**config.mk**
```make
export PLATFORM = sky130hd
export DESIGN_NAME = irq_controller
export DESIGN_NICKNAME = d
export VERILOG_FILES = /design/src/rtl/irq_controller.sv
export SDC_FILE = /design/constraint.sdc
export NUM_CORES = 1
export LEC_CHECK = 0
export ABC_AREA = 1
export CORE_ASPECT_RATIO = 0.7
export CORE_MARGIN = 8
export CORE_UTILIZATION = 53
export DETAILED_ROUTE_END_ITERATION = 12
export HOLD_SLACK_MARGIN = 0.1
export PLACE_DENSITY = 0.78
export SYNTH_ARGS = -nofsm -noshare
export SYNTH_HDL_FRONTEND = slang
export SYNTH_SLANG_ARGS = --single-unit
```
**constraint.sdc**
```tcl
create_clock -name ph1 -period 1.7 [get_ports ph1]
set_input_delay 0.17 -clock ph1 [delete_from_list [all_inputs] [get_ports ph1]]
set_output_delay 0.17 -clock ph1 [all_outputs]
set_load 0.02 [all_outputs]
```
**src/rtl/irq_controller.sv**
```systemverilog
// Interrupt controller: synchronises raw pins, captures edges or levels,
// masks/prioritises pending lines and hands one request at a time to the core.
module irq_controller #(
   parameter int unsigned NIRQ = 8,
   parameter int unsigned IDW  = 3
) (
   input  logic            ph1,
   input  logic            reset,
   input  logic [NIRQ-1:0] irq_in,
   input  logic            cfg_we,
   input  logic [1:0]      cfg_addr,
   input  logic [NIRQ-1:0] cfg_wdata,
   output logic [NIRQ-1:0] cfg_rdata,
   output logic            int_req,
   output logic [IDW-1:0]  int_id,
   input  logic            int_ack,
   input  logic            eoi,
   output logic            in_service
);

   typedef enum logic [1:0] {
      IDLE    = 2'd0,
      REQ     = 2'd1,
      SERVICE = 2'd2
   } state_e;

   localparam logic [1:0] ADDR_ENABLE  = 2'd0;
   localparam logic [1:0] ADDR_PENDING = 2'd1;
   localparam logic [1:0] ADDR_STATUS  = 2'd2;
   localparam logic [1:0] ADDR_MODE    = 2'd3;

   logic [NIRQ-1:0] sync1_q, sync2_q, sync3_q;
   logic [NIRQ-1:0] enable_q, enable_d;
   logic [NIRQ-1:0] mode_q, mode_d;
   logic [NIRQ-1:0] pending_q, pending_d;
   logic [NIRQ-1:0] edge_set, w1c, ack_clr;
   logic [NIRQ-1:0] eligible, eligible_d;
   logic [IDW-1:0]  first_id;
   state_e          state_q;
   logic            int_req_q;
   logic [IDW-1:0]  int_id_q;
   logic            in_service_q;

   assign int_req    = int_req_q;
   assign int_id     = int_id_q;
   assign in_service = in_service_q;

   // Next-state of the config and pending registers; a new edge beats any clear
   always_comb begin
      enable_d = enable_q;
      mode_d   = mode_q;
      w1c      = '0;
      ack_clr  = '0;
      if (cfg_we && (cfg_addr == ADDR_ENABLE)) enable_d = cfg_wdata;
      if (cfg_we && (cfg_addr == ADDR_MODE))   mode_d   = cfg_wdata;
      if (cfg_we && (cfg_addr == ADDR_PENDING)) w1c     = cfg_wdata;
      if ((state_q == REQ) && int_ack) ack_clr[int_id_q] = 1'b1;
      edge_set  = sync2_q & ~sync3_q;
      pending_d = (mode_q & sync2_q)
                | (~mode_q & (edge_set | (pending_q & ~(w1c | ack_clr))));
   end

   // Eligibility now (for arbitration) and after this edge (for withdrawal)
   always_comb begin
      eligible   = pending_q & enable_q;
      eligible_d = pending_d & enable_d;
      first_id   = '0;
      for (int i = int'(NIRQ) - 1; i >= 0; i--) begin
         if (eligible[i]) first_id = IDW'(i);
      end
   end

   // Synchroniser chain, edge-detect flop and configuration registers
   always_ff @(posedge ph1 or negedge reset) begin
      if (!reset) begin
         sync1_q   <= '0;
         sync2_q   <= '0;
         sync3_q   <= '0;
         enable_q  <= '0;
         mode_q    <= '0;
         pending_q <= '0;
      end else begin
         sync1_q   <= irq_in;
         sync2_q   <= sync1_q;
         sync3_q   <= sync2_q;
         enable_q  <= enable_d;
         mode_q    <= mode_d;
         pending_q <= pending_d;
      end
   end

   // Request/service state machine with registered outputs; no nesting
   always_ff @(posedge ph1 or negedge reset) begin
      if (!reset) begin
         state_q      <= IDLE;
         int_req_q    <= 1'b0;
         int_id_q     <= '0;
         in_service_q <= 1'b0;
      end else begin
         case (state_q)
            IDLE: begin
               if (|eligible) begin
                  state_q   <= REQ;
                  int_req_q <= 1'b1;
                  int_id_q  <= first_id;
               end
            end
            REQ: begin
               if (int_ack) begin
                  state_q      <= SERVICE;
                  int_req_q    <= 1'b0;
                  in_service_q <= 1'b1;
               end else if (!eligible_d[int_id_q]) begin
                  state_q   <= IDLE;
                  int_req_q <= 1'b0;
               end
            end
            SERVICE: begin
               if (eoi) begin
                  state_q      <= IDLE;
                  in_service_q <= 1'b0;
               end
            end
            default: begin
               state_q      <= IDLE;
               int_req_q    <= 1'b0;
               in_service_q <= 1'b0;
            end
         endcase
      end
   end

   // Combinational register read port
   always_comb begin
      cfg_rdata = '0;
      case (cfg_addr)
         ADDR_ENABLE:  cfg_rdata = enable_q;
         ADDR_PENDING: cfg_rdata = pending_q;
         ADDR_STATUS:  cfg_rdata = NIRQ'({state_q, int_id_q});
         ADDR_MODE:    cfg_rdata = mode_q;
         default:      cfg_rdata = '0;
      endcase
   end

endmodule

```
==> results of run 1 <==
how the worst min path moves through the flow:
stage / end / slack, ns / startpoint
after floorplan: enable_q[0]$_DFF_PN0_ / -0.13 / reset
after global placement: sync1_q[5]$_DFF_PN0_ / 0.19 / reset
after detailed placement: mode_q[7]$_DFFE_PN0P_ / 0.19 / reset
after CTS: sync1_q[0]$_DFF_PN0_ / 0.30 / irq_in[0]
after global routing: sync1_q[2]$_DFF_PN0_ / 0.28 / irq_in[2]
final: sync1_q[4]$_DFF_PN0_ / 0.30 / irq_in[4]
cell usage after synthesis:
library cell / number / area (µm²)
sky130_fd_sc_hd__buf_2: 4 / 20.02
sky130_fd_sc_hd__buf_6: 2 / 22.52
sky130_fd_sc_hd__o211ai_1: 1 / 7.510
sky130_fd_sc_hd__dfrtp_1: 55 / 1376
sky130_fd_sc_hd__o21ai_0: 26 / 130.1
sky130_fd_sc_hd__clkbuf_1: 1 / 3.750
sky130_fd_sc_hd__nand2_4: 1 / 11.26
sky130_fd_sc_hd__a21boi_0: 1 / 7.510
sky130_fd_sc_hd__nor2_4: 1 / 11.26
sky130_fd_sc_hd__o21ai_1: 6 / 30.03
sky130_fd_sc_hd__a31oi_1: 1 / 6.260
sky130_fd_sc_hd__or2_2: 1 / 6.260
sky130_fd_sc_hd__a32oi_1: 1 / 8.760
sky130_fd_sc_hd__o31ai_1: 1 / 7.510
sky130_fd_sc_hd__inv_1: 42 / 157.7
sky130_fd_sc_hd__nand2_1: 101 / 379.1
sky130_fd_sc_hd__o21ai_2: 3 / 26.28
sky130_fd_sc_hd__nand3_1: 12 / 60.06
sky130_fd_sc_hd__o21bai_1: 1 / 7.510
sky130_fd_sc_hd__nor2_1: 26 / 97.59
sky130_fd_sc_hd__nand4_1: 10 / 62.56
sky130_fd_sc_hd__a21oi_1: 3 / 15.01
sky130_fd_sc_hd__nand3_2: 1 / 10.01
final cells by class:
type | count | share of cell area, %
flip-flops and latches | 55 | 43.41
multi-input cells | 198 | 29.36
repair buffers | 54 | 16.96
inverters | 42 | 4.959
clock buffers | 8 | 3.148
well taps | 55 | 2.165
worst max-delay path: cells and delay by family (launching register included):
family / cells / cell delay, ns
AND/OR/NAND/NOR: 8 / 0.72
flip-flops: 1 / 0.48
AO/OA/AOI/OAI: 2 / 0.32
repair_timing:
action	in CTS	in global routing
pin swaps	1	0
gates cloned	0	1
setup endpoints to repair	11	13
resized for setup	28	17
buffers inserted	2	0
endpoints found under the hold margin	55	0
hold buffers	1	0
metal layers:
metal / track usage (%) / up-vias / wire length (µm)
li1: - / 1059 / -
met4: 4.181 / 0 / 40
met2: 24.31 / 135 / 2610
met1: 25.01 / 987 / 2892
met5: 0 / - / 0
met3: 5.771 / 10 / 690
report_power, final:
part	switching, mW	internal, mW
combinational	0.807	0.555
sequential	0.237	1.53
clock	0.393	0.372
state kept, by name, summed over array words and instances (netlist names):
signal and cells:
enable_q 8, sync2_q 8, sync1_q 8, in_service 1, int_req 1, int_id 3, sync3_q 8, pending_q 8
mode_q 8, state_q 2
kinds of logic (layout without fill, tap and decap cells):
| logic type | count (synthesis) | in the layout | share of synthesized area [%] |
|---|---|---|---|
| and+or+nand+nor | 153 | 154 | 25.89 |
| DFF | 55 | 55 | 55.84 |
| buffers and inverters | 49 | 104 | 8.274 |
| AOI/OAI and AO/OA | 44 | 44 | 10.00 |
through the flow:
step	setup TNS [ns]	std cells	setup WS [ns]	hold WS, ns
global placement	-3.042	400	-0.3391	0.1883
CTS	0	411	0.01198	0.2978
global route	-0.01088	412	-0.01088	0.2807
finish	0	412	0.08043	0.2956
detailed placement	-3.516	400	-0.3977	0.1920
floorplan	0	301	0.1722	-0.1256
==> impl_summary.log, run 1 <==
[metrics] global-route wire length before repair: 10030 µm
[metrics] number of buffers inserted during clock tree synthesis: 5
[metrics] post-synthesis sequential area ratio: 55.84%
[metrics] overall die width: 97.51 µm
[metrics] R2R Path Start: int_id[2]$_DFFE_PN0P_
[metrics] remaining design rule violation count: 0
[metrics] crit path from: int_id[2]$_DFFE_PN0P_
[metrics] number of cells on the worst hold path: 1
[metrics] power consumption: 3.893 mW
[metrics] Layout Nets: 379
[metrics] number of placement rows: 20
[metrics] number of H-tree branching levels: 2
[metrics] maxcap violations: 0
[metrics] cells after synthesis: 301
[metrics] number of port buffers: 35
[metrics] global route overflow: 0
[metrics] most common library cell in the layout ignoring fill and taps: sky130_fd_sc_hd__nand2_1
[metrics] First DRT Iteration DRCs: 228
[metrics] maximum number of pins on one net before global-route repair: 56
[metrics] PD cells: 1224 nW/µm²
[metrics] area occupied by multi-input gates: 933.4 µm²
[metrics] syn_area_per_cell: 8.189 µm²
[metrics] Final Util: 72.19%
[metrics] critical path endpoint category: flip-flop
[metrics] number of inserted filler cells in the final layout: 327
[metrics] result of the run: complete, no violations
[metrics] via density per instance: 5.318
[metrics] Largest stage delay, worst path: 0.48 ns
[metrics] register-to-register path setup slack: 0.08 ns
[metrics] post-route fraction of the period consumed by the critical path: 95.27%
[metrics] largest fanout of any net on the critical path: 8
[metrics] first-pass iteration count of the detailed router: 7
[metrics] vias in the first global route: 2053
[metrics] via count of the routed design: 2191
[metrics] highest clock rate: 0.6174 GHz
[metrics] clk_skew: 0.009480 ns
[metrics] critical path data arrival time: 1.82 ns
[metrics] layout cell share with drive strength beyond 1: 15.13%
[metrics] class of the worst hold path: in2reg
[metrics] leakage: 1.619 nW
[metrics] area taken by flip-flops and latches: 1380 µm²
[metrics] critical path type: reg2reg
[metrics] clock latency of the later-clocked register in the worst-skew pair: 0.30 ns
[metrics] Worst R2R Path Depth: 10
[metrics] CTS clock-pin slew for the worst setup and hold paths: 0.10 ns
[metrics] Final Cell Area: 3179 µm²
[metrics] data required time at the worst endpoint: 1.90 ns
[metrics] IR drop worst, VDD: 882.3 µV
[metrics] normalized max-slew margin: 81.65%
[metrics] final max-slew violation count: 0
[metrics] CTS Buffer Depth: 2
[metrics] All-Layer GR Usage: 17.42%
[metrics] antenna cells: 0
[metrics] starting density of the core: 55.97%
[metrics] endpoint of the most critical setup path: int_req$_DFFE_PN0P_
[metrics] placer congestion estimate: 0.8855
[metrics] capture instance of the worst register-to-register path: int_req$_DFFE_PN0P_
[metrics] clock tree from TritonCTS: built
[metrics] slew at the pin closest to its max-slew limit: 0.2723 ns
[metrics] HPWL after detailed placement: 4466 µm
[metrics] sum of routed wire length over all layers: 6233 µm
[metrics] post-layout minimum cycle time: 1.620 ns
[metrics] slowest CP cell: sky130_fd_sc_hd__dfrtp_2
[metrics] initial antenna violation count: 0
[metrics] area of the placeable core: 4404 µm²
[metrics] average routed wire per standard cell: 15.13 µm
[metrics] number of setup violations in the final report: 0
[metrics] top library cells by usage in the layout, fill and taps aside: 101 x sky130_fd_sc_hd__nand2_1, 52 x sky130_fd_sc_hd__dfrtp_1, 40 x sky130_fd_sc_hd__inv_1
[metrics] number of top-level pins: 36
[metrics] synth unique cells: 23
[metrics] clock sinks: 55
[metrics] Syn Nets: 324
[metrics] Setup crit start kind: flip-flop
[metrics] DP Area: 2978 µm²
[metrics] library cell appearing most often on the critical path: sky130_fd_sc_hd__nand2_1
[metrics] register bit count reported by yosys: 55
[metrics] Synth warnings: 0
[metrics] CP cell instances: nor2_2 > nand2_1 > nor2_1 > o21ai_1 > a21oi_1 > nor2_1 > nand3_1 > nand2_1 > nand2_1 > nand2_1
[metrics] die area: 7124 µm²
[metrics] Root Buffer: sky130_fd_sc_hd__clkbuf_8
[metrics] die height: 73.06 µm
[metrics] cell area after synthesis: 2465 µm²
[metrics] Final Hold Violating Endpoints: 0
[metrics] Area Overhead vs Synth: 28.98%
[metrics] ANT nets after route: 0
No activity file was read; power rests on OpenSTA's default activity.
==> run 2: changes to the inputs <==
--- a/config.mk
+++ b/config.mk
@@ -8,10 +8,10 @@
 export ABC_AREA = 1
 export CORE_ASPECT_RATIO = 0.7
 export CORE_MARGIN = 8
-export CORE_UTILIZATION = 53
+export CORE_UTILIZATION = 48
 export DETAILED_ROUTE_END_ITERATION = 12
 export HOLD_SLACK_MARGIN = 0.1
-export PLACE_DENSITY = 0.78
+export PLACE_DENSITY_LB_ADDON = 0.25
 export SYNTH_ARGS = -nofsm -noshare
 export SYNTH_HDL_FRONTEND = slang
 export SYNTH_SLANG_ARGS = --single-unit
==> constraint.sdc (replaced) <==
create_clock -name ph1 -period 1.42 [get_ports ph1]
set_input_delay 0.142 -clock ph1 [delete_from_list [all_inputs] [get_ports ph1]]
set_output_delay 0.142 -clock ph1 [all_outputs]
set_load 0.02 [all_outputs]
==> impl_summary.log, run 2 (synthesized netlist as in run 1, its figures left out) <==
[metrics] failing checks: negative setup slack
[metrics] die area: 7721 µm² (was 7124 µm²)
[metrics] post-layout minimum cycle time: 1.612 ns (was 1.620 ns)
[metrics] highest clock rate: 0.6202 GHz (was 0.6174 GHz)
[metrics] Setup crit start kind: flip-flop (unchanged)
[metrics] normalized max-slew margin: 81.39% (was 81.65%)
[metrics] ANT nets after route: 0 (unchanged)
[metrics] IR drop worst, VDD: 660.6 µV (was 882.3 µV)
[metrics] Area Overhead vs Synth: 35.48% (was 28.98%)
[metrics] number of cells on the worst hold path: 1 (unchanged)
[metrics] clock tree from TritonCTS: built (unchanged)
[metrics] Root Buffer: sky130_fd_sc_hd__clkbuf_8 (unchanged)
[metrics] Final Hold Violating Endpoints: 0 (unchanged)
[metrics] antenna cells: 0 (unchanged)
[metrics] remaining design rule violation count: 0 (unchanged)
[metrics] critical path data arrival time: 1.87 ns (was 1.82 ns)
[metrics] fin cells: 442 (was 412)
[metrics] maxcap violations: 0 (unchanged)
[metrics] top library cells by usage in the layout, fill and taps aside: 100 x sky130_fd_sc_hd__nand2_1, 51 x sky130_fd_sc_hd__dfrtp_1, 40 x sky130_fd_sc_hd__inv_1, 26 x sky130_fd_sc_hd__buf_4, 21 x sky130_fd_sc_hd__o21ai_0 (was 101 x sky130_fd_sc_hd__nand2_1, 52 x sky130_fd_sc_hd__dfrtp_1, 40 x sky130_fd_sc_hd__inv_1)
[metrics] number of placement rows: 21 (was 20)
[metrics] First DRT Iteration DRCs: 200 (was 228)
[metrics] sum of routed wire length over all layers: 6713 µm (was 6233 µm)
[metrics] Layout Nets: 395 (was 379)
[metrics] Post-Place Cells: 421 (was 400)
[metrics] setup repair after global routing missed its margin: true
[metrics] average routed wire per standard cell: 15.19 µm (was 15.13 µm)
[metrics] number of top-level pins: 36 (unchanged)
[metrics] initial antenna violation count: 0 (unchanged)
[metrics] starting density of the core: 50.71% (was 55.97%)
[metrics] slowest CP cell: sky130_fd_sc_hd__dfrtp_2 (unchanged)
[metrics] placer congestion estimate: 0.9299 (was 0.8855)
[metrics] slew at the pin closest to its max-slew limit: 0.2767 ns (was 0.2723 ns)
[metrics] result of the run: finished with violations (was complete, no violations)
[metrics] overall die width: 101.7 µm (was 97.51 µm)
[metrics] CTS clock-pin slew for the worst setup and hold paths: 0.10 ns (about the same)
[metrics] power consumption: 5.134 mW (was 3.893 mW)
[metrics] Worst R2R Path Depth: 12 (was 10)
[metrics] number of buffers inserted during clock tree synthesis: 5 (unchanged)
[metrics] clk_skew: 0.01319 ns (was 0.009480 ns)
[metrics] HPWL after detailed placement: 4529 µm (was 4466 µm)
[metrics] via count of the routed design: 2282 (was 2191)
[metrics] vias in the first global route: 2269 (was 2053)
[metrics] first-pass iteration count of the detailed router: 5 (was 7)
[metrics] maximum number of pins on one net before global-route repair: 56 (unchanged)
[metrics] number of inserted filler cells in the final layout: 403 (was 327)
[metrics] final max-slew violation count: 0 (unchanged)
[metrics] layout cell share with drive strength beyond 1: 21.45% (was 15.13%)
[metrics] most common library cell in the layout ignoring fill and taps: sky130_fd_sc_hd__nand2_1 (unchanged)
[metrics] class of the worst hold path: in2reg (unchanged)
[metrics] CTS Buffer Depth: 2 (unchanged)
[metrics] Final Util: 68.70% (was 72.19%)
[metrics] die height: 75.96 µm (was 73.06 µm)
[metrics] area of the placeable core: 4861 µm² (was 4404 µm²)
[metrics] number of port buffers: 35 (unchanged)
[metrics] clock latency of the later-clocked register in the worst-skew pair: 0.32 ns (was 0.30 ns)
[metrics] number of setup violations in the final report: 4 (was 0)
[metrics] data required time at the worst endpoint: 1.68 ns (was 1.90 ns)
[metrics] post-route fraction of the period consumed by the critical path: 113.5% (was 95.27%)
[metrics] critical path endpoint category: flip-flop (unchanged)
[metrics] global-route wire length before repair: 11020 µm (was 10030 µm)
[metrics] All-Layer GR Usage: 18.03% (was 17.42%)
[metrics] CP cell instances: buf_6 > nand3_2 > nor2_2 > o21bai_1 > nand2_1 > nand2_1 > nand2_1 > nor2_1 > nand3_1 > nand2_1 > nand2_1 > nand2_1 (was nor2_2 > nand2_1 > nor2_1 > o21ai_1 > a21oi_1 > nor2_1 > nand3_1 > nand2_1 > nand2_1 > nand2_1)
[metrics] largest fanout of any net on the critical path: 5 (was 8)
[metrics] via density per instance: 5.163 (was 5.318)
[metrics] library cell appearing most often on the critical path: sky130_fd_sc_hd__nand2_1 (unchanged)
[metrics] Largest stage delay, worst path: 0.48 ns (about the same)
[metrics] number of H-tree branching levels: 2 (unchanged)
[metrics] Total Negative Setup Slacks: -0.4719 ns (was 0 ns)
[metrics] post-route setup slack: -0.1923 ns (was 0.08043 ns)
[metrics] PD cells: 1537 nW/µm² (was 1224 nW/µm²)
[metrics] leakage: 1.692 nW (was 1.619 nW)
[metrics] clock sinks: 55 (unchanged)
[metrics] global route overflow: 0 (unchanged)
[metrics] critical path type: reg2reg (unchanged)
-- run 2: cell count changes in the layout (fill, tap and decap cells not counted), moves of 4 or more --
cell / delta
sky130_fd_sc_hd__dlygate4sd2_1: +4
sky130_fd_sc_hd__clkdlybuf4s50_1: -4
sky130_fd_sc_hd__clkdlybuf4s15_2: -7
sky130_fd_sc_hd__nand3_1: -4
sky130_fd_sc_hd__buf_2: +5
sky130_fd_sc_hd__buf_6: +8
sky130_fd_sc_hd__buf_4: +11
-- run 2: layer usage --
metal	track usage, %	vias to the layer above	part of all wire, %
met4	5.333	0	1.9
met2	26.38	94	43
met5	0	-	0
li1	-	1091	-
met1	25.42	1079	47
met3	4.380	18	7.8
-- run 2: worst paths after layout --
kind                                            start               endpoint  slack, ns
worst min-delay path                        irq_in[0]   sync1_q[0]$_DFF_PN0_       0.25
worst max-delay path            int_id[2]$_DFFE_PN0P_    int_req$_DFFE_PN0P_      -0.19
worst max register to register  int_id[2]$_DFFE_PN0P_    int_req$_DFFE_PN0P_      -0.19
min in group asynchronous                       reset  int_id[1]$_DFFE_PN0P_       0.35
worst min register to register   sync1_q[6]$_DFF_PN0_   sync2_q[6]$_DFF_PN0_       0.34
max in group asynchronous                       reset  enable_q[1]$_DFF_PN0_       0.81
-- run 2: area by class of cell --
cell class / count / area, µm² / share of cell area (%)
clock buffer: 7 / 76.32 / 2.286
timing repair buffer: 70 / 625.6 / 18.73
inverter: 42 / 157.7 / 4.721
sequential: 55 / 1381 / 41.36
clock inverter: 1 / 30.03 / 0.8992
multi-input combinational: 198 / 982.2 / 29.41
tap: 69 / 86.33 / 2.585
-- run 2: worst max-delay path, delay by kind of cell, from the launching register on --
family                 cells  cell delay [ns]
AND/OR/NAND/NOR           10             0.75
flip-flops                 1             0.48
AO/OA/AOI/OAI              1             0.19
buffers and inverters      1             0.15
-- run 2: metrics by stage --
step | cell area (µm²) | setup slack [ns] | hold slack (ns)
floorplan | 2484 | 0.004391 | -0.1536
CTS | 3258 | -0.1467 | 0.2566
global placement | 3067 | -0.5680 | 0.1593
global route | 3339 | -0.2736 | 0.2529
detailed placement | 3067 | -0.5803 | 0.1610
finish | 3339 | -0.1923 | 0.2512
-- run 2: power by group --
group | switching, mW | internal [mW] | leakage (nW)
clock network | 0.504 | 0.529 | 0.0524
registers | 0.287 | 1.83 | 0.652
logic | 1.12 | 0.863 | 0.988
total | 1.91 | 3.22 | 1.69
-- run 2: repair_timing --
action	in CTS	in global routing
resized for setup	56	27
setup endpoints to repair	15	9
hold buffers	1	0
buffers inserted	6	5
cloned	1	0
pin swaps	7	13
hold endpoints to repair	55	0
==> run 3: changes to the inputs <==
--- a/config.mk
+++ b/config.mk
@@ -10,6 +10,7 @@
 export CORE_MARGIN = 8
 export CORE_UTILIZATION = 48
 export DETAILED_ROUTE_END_ITERATION = 12
+export GPL_TIMING_DRIVEN = 0
 export HOLD_SLACK_MARGIN = 0.1
 export PLACE_DENSITY_LB_ADDON = 0.25
 export SYNTH_ARGS = -nofsm -noshare
==> constraint.sdc (replaced) <==
create_clock -name ph1 -period 1.42 [get_ports ph1]
set_input_delay 0.426 -clock ph1 [delete_from_list [all_inputs] [get_ports ph1]]
set_output_delay 0.426 -clock ph1 [all_outputs]
set_load 0.02 [all_outputs]
==> impl_summary.log, run 3 (synthesized netlist as in run 1, its figures left out) <==
[metrics] most common library cell in the layout ignoring fill and taps: sky130_fd_sc_hd__nand2_1 (unchanged)
[metrics] class of the worst hold path: in2async (was in2reg)
[metrics] routed length on met3: 525 µm (unchanged)
[metrics] CTS Buffer Depth: 2 (unchanged)
[metrics] area of the placeable core: 4861 µm² (unchanged)
[metrics] critical path endpoint category: output pin (was flip-flop)
[metrics] clock sinks: 55 (unchanged)
[metrics] All-Layer GR Usage: 17.30% (was 18.03%)
[metrics] die height: 75.96 µm (unchanged)
[metrics] Post-Place Cells: 404 (was 421)
[metrics] final max-slew violation count: 0 (unchanged)
[metrics] critical path type: reg2out (was reg2reg)
[metrics] remaining design rule violation count: 0 (unchanged)
[metrics] HPWL after detailed placement: 4238 µm (was 4529 µm)
[metrics] number of buffers inserted during clock tree synthesis: 5 (unchanged)
[metrics] routed length on met2: 2822 µm (was 2870 µm)
[metrics] number of setup violations in the final report: 11 (was 4)
[metrics] layout cell share with drive strength beyond 1: 26.80% (was 21.45%)
[metrics] switching power total: 1.870 mW (was 1.911 mW)
[metrics] CTS clock-pin slew for the worst setup and hold paths: 0.10 ns (about the same)
[metrics] clock latency of the later-clocked register in the worst-skew pair: 0.31 ns (was 0.32 ns)
[metrics] maxcap violations: 0 (unchanged)
[metrics] number of top-level pins: 36 (unchanged)
[metrics] sequential group share of total power: 42.2% (was 41.3%)
[metrics] antenna cells: 0 (unchanged)
[metrics] failing checks: negative setup slack (unchanged)
[metrics] clock tree from TritonCTS: built (unchanged)
[metrics] placer congestion estimate: 0.9141 (was 0.9299)
[metrics] Setup crit start kind: flip-flop (unchanged)
[metrics] sum of routed wire length over all layers: 6309 µm (was 6713 µm)
[metrics] post-route setup slack: -0.1695 ns (was -0.1923 ns)
[metrics] leakage: 1.696 nW (was 1.692 nW)
[metrics] die area: 7721 µm² (unchanged)
[metrics] Logic pwr share: 40.6% (was 38.6%)
[metrics] average routed wire per standard cell: 14.64 µm (was 15.19 µm)
[metrics] critical path data arrival time: 1.16 ns (was 1.87 ns)
[metrics] largest fanout of any net on the critical path: 5 (unchanged)
[metrics] number of placement rows: 21 (unchanged)
[metrics] Area Overhead vs Synth: 36.19% (was 35.48%)
[metrics] normalized max-slew margin: 63.08% (was 81.39%)
[metrics] number of H-tree branching levels: 2 (unchanged)
[metrics] Root Buffer: sky130_fd_sc_hd__clkbuf_8 (unchanged)
[metrics] Worst R2R Path Depth: 14 (was 12)
[metrics] maximum number of pins on one net before global-route repair: 33 (was 56)
[metrics] via count of the routed design: 2185 (was 2282)
[metrics] vias in the first global route: 2244 (was 2269)
[metrics] number of port buffers: 33 (was 35)
[metrics] first-pass iteration count of the detailed router: 4 (was 5)
[metrics] overall die width: 101.7 µm (unchanged)
[metrics] First DRT Iteration DRCs: 146 (was 200)
[metrics] internal power: 3.064 mW (was 3.223 mW)
[metrics] global route overflow: 0 (unchanged)
[metrics] global-route wire length before repair: 10490 µm (was 11020 µm)
[metrics] highest metal used: met4 (unchanged)
[metrics] fin cells: 431 (was 442)
[metrics] post-route fraction of the period consumed by the critical path: 111.9% (was 113.5%)
[metrics] starting density of the core: 50.71% (unchanged)
[metrics] clock group share of total power: 17.2% (was 20.1%)
[metrics] ANT nets after route: 0 (unchanged)
[metrics] net switching share of the total power: 37.90% (was 37.22%)
[metrics] clk_skew: 0.005973 ns (was 0.01319 ns)
[metrics] result of the run: finished with violations (unchanged)
[metrics] data required time at the worst endpoint: 0.99 ns (was 1.68 ns)
[metrics] setup repair after global routing missed its margin: true (unchanged)
[metrics] slew at the pin closest to its max-slew limit: 0.5538 ns (was 0.2767 ns)
[metrics] post-layout minimum cycle time: 1.590 ns (was 1.612 ns)
[metrics] Layout Nets: 384 (was 395)
[metrics] PD cells: 1470 nW/µm² (was 1537 nW/µm²)
[metrics] Final Hold Violating Endpoints: 0 (unchanged)
[metrics] via density per instance: 5.070 (was 5.163)
[metrics] initial antenna violation count: 0 (unchanged)
[metrics] highest clock rate: 0.6291 GHz (was 0.6202 GHz)
[metrics] Met1 Routed Length: 2881 µm (was 3187 µm)
[metrics] power consumption: 4.935 mW (was 5.134 mW)
[metrics] top library cells by usage in the layout, fill and taps aside: 86 x sky130_fd_sc_hd__nand2_1, 53 x sky130_fd_sc_hd__dfrtp_1, 35 x sky130_fd_sc_hd__inv_1, 22 x sky130_fd_sc_hd__o21ai_0, 19 x sky130_fd_sc_hd__nor2_1 (was 100 x sky130_fd_sc_hd__nand2_1, 51 x sky130_fd_sc_hd__dfrtp_1, 40 x sky130_fd_sc_hd__inv_1, 26 x sky130_fd_sc_hd__buf_4, 21 x sky130_fd_sc_hd__o21ai_0)
[metrics] IR drop worst, VDD: 688.1 µV (was 660.6 µV)
==> run 3: what timing repair did <==
action                                 4_1_cts  5_1_grt
buffers inserted                            15        4
pin swaps                                   16       15
gates cloned                                 2        0
endpoints found under the hold margin        0        0
gates resized for setup                    117       24
hold buffers                                 0        0
setup endpoints to repair                   30       23
==> run 3: worst paths after layout <==
kind,start,endpoint,slack [ns]
hold / removal,reset,sync1_q[1]$_DFF_PN0_,0.09
hold reg to reg,sync1_q[0]$_DFF_PN0_,sync2_q[0]$_DFF_PN0_,0.35
setup / recovery,int_id[1]$_DFFE_PN0P_,cfg_rdata[1],-0.17
min in group ph1,sync1_q[0]$_DFF_PN0_,sync2_q[0]$_DFF_PN0_,0.35
setup reg to reg,int_id[1]$_DFFE_PN0P_,int_req$_DFFE_PN0P_,-0.14
max in group asynchronous,reset,int_id[2]$_DFFE_PN0P_,0.76
==> run 3: power by group through the flow <==
stage               Combinational [mW]  Sequential [mW]  Clock [mW]
CTS                               1.79             2.06       0.869
detailed placement                1.48             2.07           0
global placement                  1.46             2.07           0
finish                            2.00             2.08       0.849
global route                      2.21             2.12       0.919
floorplan                        0.885             2.10           0
==> run 3: per-stage QoR <==
step | utilization (%) | hold WS, ns | cell area [µm²] | setup TNS [ns] | worst slack (ns)
detailed placement | 60.23 | 0.3347 | 2928 | -24.88 | -1.365
global route | 69.06 | 0.1294 | 3357 | -1.995 | -0.2396
global placement | 59.92 | 0.3314 | 2913 | -119.29 | -1.738
floorplan | - | 0.1304 | 2496 | -0.7177 | -0.1572
finish | 69.06 | 0.08718 | 3357 | -1.423 | -0.1695
CTS | 67.31 | 0.1004 | 3272 | -1.151 | -0.1608
==> run 3: layout make-up <==
cell class	count	area, µm²
Clock inverter	1	5.005
Fill cell	374	1504
Sequential cell	55	1379
Buffer	6	70.07
Inverter	42	167.7
Clock buffer	7	76.32
Timing Repair Buffer	53	528.0
Tap cell	69	86.33
Multi-Input combinational cell	198	1045
==> run 3: per-layer routing <==
metal	vias up	global-route usage, %
li1	1073	-
met1	1023	23.79
met2	79	25.47
met3	10	4.927
met4	0	5.185
met5	-	0
==> run 3: critical path, cell delays in order, from the launching register on <==
cell and delay [ns]:
sky130_fd_sc_hd__dfrtp_1 0.41, sky130_fd_sc_hd__buf_6 0.14, sky130_fd_sc_hd__nand2_2 0.07, sky130_fd_sc_hd__nand4_1 0.07, sky130_fd_sc_hd__buf_4 0.17
